<file path="src/rtl/fcmp_arbiter.sv">
// -----------------------------------------------------------------------------
// fcmp_arbiter
//
// Two-requester round-robin arbiter in front of a single-precision compare
// unit. One request is accepted per transaction; the compare result is
// captured at the grant edge and held until the consumer takes it.
//
// Ports
//   clk         rising-edge clock
//   rstn        asynchronous active-low reset
//   req_valid   per-requester request valid (bit i = requester i)
//   req_ready   per-requester accept strobe (combinational, IDLE only)
//   req_op      {op1,op0}, 2 bits each: 00 FEQ, 01 FLT, 10 FLE, 11 reserved
//   req_x       {x1,x0} 32-bit single-precision operands
//   req_y       {y1,y0} 32-bit single-precision operands
//   resp_valid  result valid
//   resp_id     index of the requester owning the result
//   resp_res    {31'b0, flag}
//   resp_ready  consumer accepts the result
// -----------------------------------------------------------------------------
module fcmp_arbiter #(
  parameter int N_REQ = 2  // only 2 is supported
) (
  input  logic                 clk,
  input  logic                 rstn,
  input  logic [N_REQ-1:0]     req_valid,
  output logic [N_REQ-1:0]     req_ready,
  input  logic [2*N_REQ-1:0]   req_op,
  input  logic [32*N_REQ-1:0]  req_x,
  input  logic [32*N_REQ-1:0]  req_y,
  output logic                 resp_valid,
  output logic                 resp_id,
  output logic [31:0]          resp_res,
  input  logic                 resp_ready
);

  localparam logic [0:0] ST_IDLE = 1'b0;
  localparam logic [0:0] ST_RESP = 1'b1;

  localparam logic [1:0] OP_FEQ = 2'b00;
  localparam logic [1:0] OP_FLT = 2'b01;
  localparam logic [1:0] OP_FLE = 2'b10;

  // ---------------------------------------------------------------------------
  // Compare helpers. Operands are treated as sign-magnitude integers; NaN and
  // Inf are not special-cased. Both zero encodings compare equal.
  // ---------------------------------------------------------------------------
  function automatic logic is_zero(input logic [31:0] a);
    return (a[30:0] == 31'd0);
  endfunction

  function automatic logic fp_eq(input logic [31:0] a, input logic [31:0] b);
    return (a == b) || (is_zero(a) && is_zero(b));
  endfunction

  function automatic logic fp_lt(input logic [31:0] a, input logic [31:0] b);
    logic lt;
    if (is_zero(a) && is_zero(b)) begin
      lt = 1'b0;
    end else if (a[31] != b[31]) begin
      // Signs differ: the negative operand is the smaller one.
      lt = a[31];
    end else if (a[31] == 1'b0) begin
      lt = (a[30:0] < b[30:0]);
    end else begin
      // Both negative: larger magnitude is the smaller value.
      lt = (a[30:0] > b[30:0]);
    end
    return lt;
  endfunction

  function automatic logic fcmp_flag(input logic [1:0] op,
                                     input logic [31:0] a,
                                     input logic [31:0] b);
    logic f;
    case (op)
      OP_FEQ:  f = fp_eq(a, b);
      OP_FLT:  f = fp_lt(a, b);
      OP_FLE:  f = fp_lt(a, b) | fp_eq(a, b);
      default: f = 1'b0;  // reserved op
    endcase
    return f;
  endfunction

  // ---------------------------------------------------------------------------
  // State
  // ---------------------------------------------------------------------------
  logic [0:0] state_q, state_d;
  logic       ptr_q, ptr_d;
  logic       resp_valid_q, resp_valid_d;
  logic       resp_id_q, resp_id_d;
  logic       flag_q, flag_d;

  logic       grant_any_s;
  logic       grant_idx_s;
  logic [1:0] sel_op_s;
  logic [31:0] sel_x_s;
  logic [31:0] sel_y_s;
  logic       cmp_flag_s;

  // Arbitration: pointer wins only on contention, a lone requester always wins.
  always_comb begin
    grant_any_s = 1'b0;
    grant_idx_s = 1'b0;
    if (state_q == ST_IDLE) begin
      grant_any_s = |req_valid;
      if (&req_valid) begin
        grant_idx_s = ptr_q;
      end else if (req_valid[1]) begin
        grant_idx_s = 1'b1;
      end else begin
        grant_idx_s = 1'b0;
      end
    end else begin
      grant_any_s = 1'b0;
      grant_idx_s = 1'b0;
    end
  end

  // Accept strobe; gated by rstn so it is low throughout reset.
  always_comb begin
    req_ready = {N_REQ{1'b0}};
    if (rstn && grant_any_s) begin
      req_ready[grant_idx_s] = 1'b1;
    end else begin
      req_ready = {N_REQ{1'b0}};
    end
  end

  // Operand mux: only the granted requester's op/x/y reach the comparator.
  always_comb begin
    if (grant_idx_s) begin
      sel_op_s = req_op[3:2];
      sel_x_s  = req_x[63:32];
      sel_y_s  = req_y[63:32];
    end else begin
      sel_op_s = req_op[1:0];
      sel_x_s  = req_x[31:0];
      sel_y_s  = req_y[31:0];
    end
    cmp_flag_s = fcmp_flag(sel_op_s, sel_x_s, sel_y_s);
  end

  // Next-state: grant in IDLE, hold in RESP until the response handshake.
  always_comb begin
    state_d      = state_q;
    ptr_d        = ptr_q;
    resp_valid_d = resp_valid_q;
    resp_id_d    = resp_id_q;
    flag_d       = flag_q;
    case (state_q)
      ST_IDLE: begin
        if (grant_any_s) begin
          state_d      = ST_RESP;
          ptr_d        = ~grant_idx_s;
          resp_valid_d = 1'b1;
          resp_id_d    = grant_idx_s;
          flag_d       = cmp_flag_s;
        end else begin
          state_d      = ST_IDLE;
        end
      end
      ST_RESP: begin
        // The completion edge returns to IDLE without granting; the
        // earliest next grant is the following cycle.
        if (resp_ready) begin
          state_d      = ST_IDLE;
          resp_valid_d = 1'b0;
        end else begin
          state_d      = ST_RESP;
        end
      end
      default: begin
        state_d      = ST_IDLE;
        resp_valid_d = 1'b0;
      end
    endcase
  end

  // State registers; reset discards any pending result.
  always_ff @(posedge clk or negedge rstn) begin
    if (!rstn) begin
      state_q      <= ST_IDLE;
      ptr_q        <= 1'b0;
      resp_valid_q <= 1'b0;
      resp_id_q    <= 1'b0;
      flag_q       <= 1'b0;
    end else begin
      state_q      <= state_d;
      ptr_q        <= ptr_d;
      resp_valid_q <= resp_valid_d;
      resp_id_q    <= resp_id_d;
      flag_q       <= flag_d;
    end
  end

  assign resp_valid = resp_valid_q;
  assign resp_id    = resp_id_q;
  assign resp_res   = {31'd0, flag_q};

endmodule

</file>
<file path="config.mk">
export PLATFORM = sky130hd
export DESIGN_NAME = fcmp_arbiter
export DESIGN_NICKNAME = d
export VERILOG_FILES = /design/src/rtl/fcmp_arbiter.sv
export SDC_FILE = /design/constraint.sdc
export NUM_CORES = 1
export LEC_CHECK = 0
export CORE_MARGIN = 8
export CORE_UTILIZATION = 36
export DETAILED_ROUTE_END_ITERATION = 8
export GPL_TIMING_DRIVEN = 0
export HOLD_SLACK_MARGIN = 0.05
export PLACE_DENSITY = 0.91
export SKIP_LAST_GASP = 1
export SLEW_MARGIN = 10
export SYNTH_ARGS = -nofsm -noshare
export SYNTH_HDL_FRONTEND = slang
export SYNTH_SLANG_ARGS = --single-unit
</file>
<file path="constraint.sdc">
create_clock -name clk -period 3.75 [get_ports clk]
set_input_delay 0.5625 -clock clk [delete_from_list [all_inputs] [get_ports clk]]
set_output_delay 0.5625 -clock clk [all_outputs]
set_load 0.05 [all_outputs]
</file>
======== Yosys cells after proc, flatten, opt, wreduce, memory -nomap -nowiden ========
Index checks and enable logic that the tools add are counted.
word-level totals
  flip-flop bits (word level) ............. 5
  output and inout bits ................... 36
  word-level logic and storage cells ...... 50
  input bits .............................. 137
cells by class
  $lt $le $gt $ge ......................... 4
  reduce and logical (&&, ||, !) cells .... 11
  bitwise logic cells ..................... 3
  eq/ne operators ......................... 6
  mux-type cells .......................... 21
operators with widths
  operator                                                               number
  32-bit two-way mux                                                     2
  31-bit zero test                                                       2
  32-bit == test                                                         1
  31-bit greater-than comparator                                         1
  31-bit < comparator                                                    1
  1-bit two-way mux                                                      13
  2-bit AND reduction                                                    3
  2-bit two-way mux                                                      2
  2-bit inequality test (second input constant)                          2
  1-bit case mux with 2 select lines                                     2
  1-bit logical AND                                                      3
  1-bit case mux with 3 select lines                                     1
  2-bit by 1-bit == test with 1-bit output (second input constant)       1
  2-bit == test (second input constant)                                  1
  2-bit zero test                                                        1
  1-bit by 2-bit < comparator with 1-bit output (second input constant)  1
  1-bit NOT                                                              2
  2-bit OR reduction                                                     1
  1-bit demux with 1-bit select                                          1
  1-bit >= comparator (second input constant)                            1
  1-bit logical OR                                                       1
  1-bit inequality test                                                  1
  1-bit bitwise OR                                                       1

======== Logic depth before layout (Yosys ltp) ========
  depth after elaboration ................. 11
  gate-level depth with buffers ........... 14
  depth with buffers taken out ............ 12

======== Worst setup path after synthesis ========
OpenSTA, ideal clock, no wires.
  path type ............................... input port to flip-flop
  start point ............................. input port req_valid[1]
  end point ............................... register flag_q
  setup time .............................. 0.076 ns
  data required time ...................... 3.674 ns
  stages .................................. 13
  setup slack ............................. 0.581 ns
  data arrival time ....................... 3.093 ns
  buffers on the path ..................... 2
  path through ............................ nor2b_2 -> nand2_1 -> buf_2 -> buf_2 -> mux2i_1 -> ha_1 -> nand4_1 -> or4_1 -> a21oi_1 -> nand4_1 -> o21ai_0 -> a41oi_1 -> o21ai_1
on the way
  longest elaborated chain between the ends .. 11
  elaborated cells on any way between the ends .. 27
  classes of those cells .................. order compare (2); eq/ne (4); mux (12); bitwise (1); reduce/logical (8)
ends and longest elaborated chain
  element                                                                RTL line  source
  start, declared                                                        26        input logic [N_REQ-1:0] req_valid,
  1-bit two-way mux or 2-bit AND reduction (tied branches)               109, 107
  1-bit two-way mux                                                      107       if (&req_valid) begin
  1-bit two-way mux                                                      105       if (state_q == ST_IDLE) begin
  32-bit two-way mux                                                     132       if (grant_idx_s) begin
  31-bit < comparator or 31-bit greater-than comparator (tied branches)  64, 67
  1-bit two-way mux                                                      63        end else if (a[31] == 1'b0) begin
  1-bit two-way mux                                                      60        end else if (a[31] != b[31]) begin
  1-bit two-way mux                                                      58        if (is_zero(a) && is_zero(b)) begin
  1-bit two-way mux                                                      76        case (op)
  1-bit bitwise OR                                                       79        OP_FLE: f = fp_lt(a, b) | fp_eq(a, b);
  1-bit case mux with 3 select lines                                     76
  end signal, assigned                                                   193       flag_q <= flag_d;
  end, declared                                                          92        logic flag_q, flag_d;
Several ways; a longest one is shown, not always the timed one. The select of a mux whose other input is x is not followed.
A chain may end at the register's enable or synchronous reset.

======== Worst setup path after layout ========
Ends and elaborated chain as after synthesis.

==> metrics.md <==
| Metric | Value |
|---|---|
| EDFF count, synth | 0 |
| ANT nets after route | 0 |
| Ports | 173 |
| Max frequency | 286 MHz |
| Synth-to-layout area growth | 73.1% |
| Initial core utilization | 37.2% |
| Die outline width | 96.8 µm |
| Most frequent cells in the layout | clkdlybuf4s50_1 (141), nand2_1 (88), buf_4 (36), conb_1 (31), nor4_1 (30) |
| WL final | 10.0 mm |
| Register area share after synthesis | 5.33% |
| Top cell by count, worst path | nand2_1 |
| Yosys warns | 0 |
| Hold_ws | 0.473 ns |
| Max FO, Critical Path | 10 |
| PnR worst setup slack | 0.248 ns |
| Post-Syn Area per Cell | 6.87 µm² |
| CTS sink cnt | 5 |
| First-pass GRT wire length | 16.2 mm |
| Detailed Place HPWL | 8.88 mm |
| RSZ-0062 raised after global routing | no |
| CP Class | input pin to flop |
| Final setup fails | 0 |
| IR drop worst, VDD | 0.174 mV |
| Placed cell area | 0.00397 mm² |
| Share of layout cells above drive strength 1 | 10.6% |
| Final period utilization | 93.4% |
| Crit path max-delay family | simple AND/OR/NAND/NOR gates |
| Pre-antenna DRT Iters | 4 |
| Total of max-cap violations | 0 |
| Crit-path slowest cell | or4_4 |
| Count of cell types in the netlist | 50 |
| Pre-CTS WS | -0.621 ns |
| 1st-iter DRT viols | 159 |
| Worst slew pin tran | 0.513 ns |
| Slew Limit Fails | 0 |
| Ys async rst share | 100% |
| Initial antenna violation count | 0 |
| Synth Cell Area | 0.00235 mm² |
| Grt ovf | 0 |
| Max_slew headroom | 65.7% |
| Vias in the first global route | 3391 |
| Port bufs | 141 |
| GPL Wtd Cong | 0.872 |
| Fin cells | 595 |
| Final #Nets | 681 |
| DR vias/cell | 5.24 |
| Crit end category | flop |
| Crit-path max cell delay | 0.53 ns |
| Worst-skew pair later-pin latency | 0.22 ns |
| Diode count | 0 |
| Skew final | 0.000837 ns |
| Status | complete, no violations |
| Final Total Pwr | 0.788 mW |
| Min Tclk post-route | 3.50 ns |
| CTS tree | yes |
| Main synth FF type | dfrtp_1 |
| CP Cell Sequence | clkdlybuf4s50_1 > nor2b_4 > nand2_4 > buf_6 > clkbuf_4 > nand2_1 > nand2_1 > ha_1 > nand4_1 > or4_4 > a21oi_2 > nand2_1 > o2bb2ai_1 > a211o_1 > o21ai_1 |
| Number of fill cells | 582 |
| Commonest non-fill, non-tap cell in the layout | clkdlybuf4s50_1 |
| Hold WC Path Type | flop to flop |
| Fin area | 0.00407 mm² |
| Hold Violations, Final | 0 |
| Leak | 1.85 nW |
| DRC Markers | 0 |
| GRT Total Usage | 20.2% |
| Die H | 96.8 µm |
| Root buffer cell | clkbuf_8 |
| Wirelength per Cell | 16.9 µm |
| DP Cell Count | 590 |
| #FFs+latches synth | 5 |
| Worst Path Arrival | 3.59 ns |
| Floorplan core area | 0.00631 mm² |
| Cts bufs inserted | 3 |
| Clk slew on worst S/H paths | 0.03 ns |
| PwrDens | 194 mW/mm² |
| Row cnt | 29 |
| Cts hold-fix bufs | 0 |
| Critical path required time | 3.84 ns |
| Largest net degree at the start of global routing | 11 |
| Area of the die | 0.00936 mm² |
| CP startpoint kind | input pin |
| WP buf/inv | 3 |
| Maximum clock insertion buffer count | 2 |
| Synth Instances | 342 |
| Vias post-DR | 3118 |
| H-tree depth | 1 |
-- kinds of logic (layout without fill, tap and decap cells) --
kind of cell | count (synthesis) | in the layout | share of synthesized area [%]
other | 1 | 31 | 0.160
AO/OA/AOI/OAI | 52 | 52 | 15.5
XOR/XNOR | 11 | 11 | 4.10
multiplexers | 29 | 29 | 12.4
buffers and inverters | 50 | 196 | 13.6
adder cells (fa/ha/maj) | 25 | 25 | 13.3
AND/OR/NAND/NOR | 169 | 169 | 35.6
flip-flops | 5 | 5 | 5.33
-- timing repair --
action / CTS / global route
endpoints found under the hold margin: 0 / 0
setup buffers: 0 / 1
endpoints found under the setup margin: 2 / 1
resized for setup: 9 / 14
-- flip-flops by register name, indices dropped and copies added (netlist names) --
signal      count
flag_q          1
ptr_q           1
resp_id         1
resp_valid      1
state_q         1
-- synth_stat cells (all sizes together) (4+ instances only) --
master,number,area [µm²]
nand2,89,334
buf,38,274
nor4,30,188
mux2i,29,290
ha,25,313
nand4,14,87.6
o21ai,13,65.1
a21oi,11,55.1
nand2b,9,56.3
nor2,9,50.1
xnor2,9,78.8
inv,8,30.0
nor2b,7,46.3
dfrtp,5,125
o2111ai,5,43.8
clkbuf,4,16.3
-- power by group --
group / internal, mW / switching, mW
Sequential: 0.0647 / 0.00875
Clock: 0.0730 / 0.0264
Combinational: 0.296 / 0.319
-- per-layer routing --
layer  up-vias  part of all wire, %  GRT usage, %
met5         -                    0             0
met4         0                 0.80          3.91
met3         8                  8.5          4.27
met2       139                   50          38.0
met1      1412                   40          22.6
li1       1559                    -             -
-- final timing paths --
kind | start | end | slack, ns | cells after the start
min in group asynchronous | rstn | resp_valid | 0.58 | 1
min | resp_valid | resp_valid | 0.47 | 1
max in group asynchronous | rstn | resp_id | 2.97 | 1
min reg2reg | resp_valid | resp_valid | 0.47 | 1
max reg2reg | state_q | flag_q | 0.55 | 13
max | req_valid[1] | flag_q | 0.25 | 15
-- stage by stage --
step,utilization [%],TNS (ns)
finish,64.4,0
global route,64.4,0
CTS,64.0,0
detailed placement,62.9,-0.686
global placement,62.9,-0.627
floorplan,-,0
-- layout make-up --
type / instances / area, µm² / share of cell area [%]
Clock buffer: 4 / 45.0 / 1.11
Multi-Input combinational cell: 317 / 2040 / 50.1
Timing Repair Buffer: 142 / 1420 / 34.9
Buffer: 42 / 315 / 7.75
Inverter: 8 / 30.0 / 0.738
Tap cell: 77 / 96.3 / 2.37
Sequential cell: 5 / 125 / 3.08
-- worst register-to-register path: stages (launching register included) --
cell	delay, ns
dfrtp_1	0.45
nand2b_1	0.20
buf_6	0.15
nor2_8	0.21
buf_4	0.29
mux2i_1	0.27
ha_1	0.28
o21a_1	0.19
o31ai_1	0.07
nand4b_1	0.15
a221oi_2	0.29
o2bb2ai_1	0.13
a211o_1	0.30
o21ai_1	0.16
Note: power is estimated with default switching activity, not from simulation.
==> variant (same settings) <==
Reset style: synchronous (`rstn`), changed in one clocked block. Comments in the files are not updated.
--- a/src/rtl/fcmp_arbiter.sv
+++ b/src/rtl/fcmp_arbiter.sv
@@ -180,3 +180,3 @@
   // State registers; reset discards any pending result.
-  always_ff @(posedge clk or negedge rstn) begin
+  always_ff @(posedge clk) begin
     if (!rstn) begin
Formal check against the unedited RTL: differs if rstn is asserted again (counterexample within 4 cycles, from zero or initial values and one cycle with rstn low); with rstn held inactive, the same outputs for 10 cycles.
==> variant against the unedited design <==
  * Power is 1.5% lower
  * Area after synthesis rose by 0.11%
  * Setup slack worse by 0.17 ns
  * Critical path type unchanged
  * Maximum frequency down 4.7%
  * Die area about the same
  * Cell area up 5.1%
  * Via count up 1.7%
  * Routed wire length rose by 6.8%
  * Sequential cell count did not move
  * Non-clock buffer count up 11
  * Cell count rose by 1.5%
  * Clock skew about the same
  * Utilization grew 2.9 points
  * Synthesized cell count shrank 0.29%
==> variant: results (changes against the unedited design) <==
- Nets: 690 (+1.3%)
- Met3 wire length: 807 um (-5.8%)
- #MultiIn Comb: 315 (-0.63%)
- Synth top area cells: nand2_1 (14%), ha_1 (13%), mux2i_1 (12%)
- Hold Path End: resp_id$_SDFFE_PN0P_
- WL/cell: 17.8 um (+5.3%)
- Number of global-route vias before repair: 3433 (+1.2%)
- Count of cell types in the netlist: 58 (+16%)
- Critical R2R Launch: state_q$_SDFF_PN0_
- Gr usage total: 0.211 (+0.00856)
- Place WS: -1.13 ns (-0.505 ns)
- Area of the multi-input gates: 0.00211 sq mm (+3.5%)
- Ys flop type: dfxtp_1
- Metal1 wirelength: 4.26 mm (+5.3%)
- Bufs w/o clock: 195 (+6.0%)
- Final Wtd Congestion: 0.868 (-0.36%)
- Hold WS: 0.481 ns (+0.00808 ns)
- Post-Synth Adder-Cell Area: 0.151 (+0.0180)
- Beginning of the worst hold path: resp_id$_SDFFE_PN0P_
- Iteration-0 DRC Markers: 152 (-4.4%)
- Hold depth: 2 (+1)
- GR met3 Demand/Resource: 0.0349 (-0.00782)
- Mux cell area share after synthesis: 0.123 (-0.000132)
- Dpl cell area: 0.00403 sq mm (+1.5%)
- Max VDD drop: 0.137 mV (-21%)
- Largest net degree at the start of global routing: 12 (+1)
- Total sequential power: 0.0614 mW (-16%)
- Avg Synthesized Cell Area: 6.89 sq um (+0.40%)
- CP max FO: 7 (-3)
- R2r endpoint: flag_q$_SDFFE_PN0P_
- Xor-xnor portion of the synthesized cell area: 0.0373 (-0.00377)
- Clk cell area share: 0.0105 (-0.000541)
- Lkg Pwr: 1.94 nW (+4.9%)
- Relative slew slack: 0.555 (-0.102)
- Switching pwr: 0.334 mW (-5.6%)
- Vias/cell: 5.25 (+0.22%)
- Post-synthesis compound-gate area fraction: 0.141 (-0.0145)
- Met1 global-route usage: 0.238 (+0.0119)
- Status: complete, no violations
- Max incr delay on CP: 0.55 ns (+0.02 ns)
- First-pass GRT wire length: 16.8 mm (+4.0%)
- R2r worst-path depth: 12 (-1)
- Drt total wl: 10.7 mm (+6.8%)
- Core Util, Final: 0.673 (+0.0292)
- Sequential area share after synthesis: 0.0426 (-0.0107)
- WP data arrival: 3.77 ns (+0.18 ns)
- Detailed placement HPWL: 9.08 mm (+2.3%)
- GR met2 Demand/Resource: 0.390 (+0.00990)
variant: cell types whose count changed after synthesis, sizes merged, moves of 5 or more:
cell,before,now
o2111ai,5,0
o21ai,13,6
nand2b,9,3
nor2b,7,2
dfrtp,5,0
dfxtp,0,5
variant: repair_timing:
item / CTS / global route
gates cloned: 1 / 0
gates resized for setup: 23 / 11
buffers inserted: 8 / 4
setup endpoints to repair: 3 / 1
pin swaps: 9 / 12
variant: worst reg2reg max path, delay by kind of cell (launching register included):
| family | cells | cell delay [ns] |
|---|---|---|
| adder cells (fa/ha/maj) | 1 | 0.30 |
| AO/OA/AOI/OAI | 3 | 0.71 |
| buffers and inverters | 2 | 0.42 |
| flip-flops | 1 | 0.34 |
| multiplexers | 1 | 0.12 |
| AND/OR/NAND/NOR | 5 | 1.59 |
variant: stage by stage:
stage,power (mW),setup TNS [ns]
floorplan,0.392,-0.00171
finish,0.776,0
CTS,0.762,0
detailed placement,0.631,-1.31
global placement,0.621,-1.21
global route,0.827,-0.00304
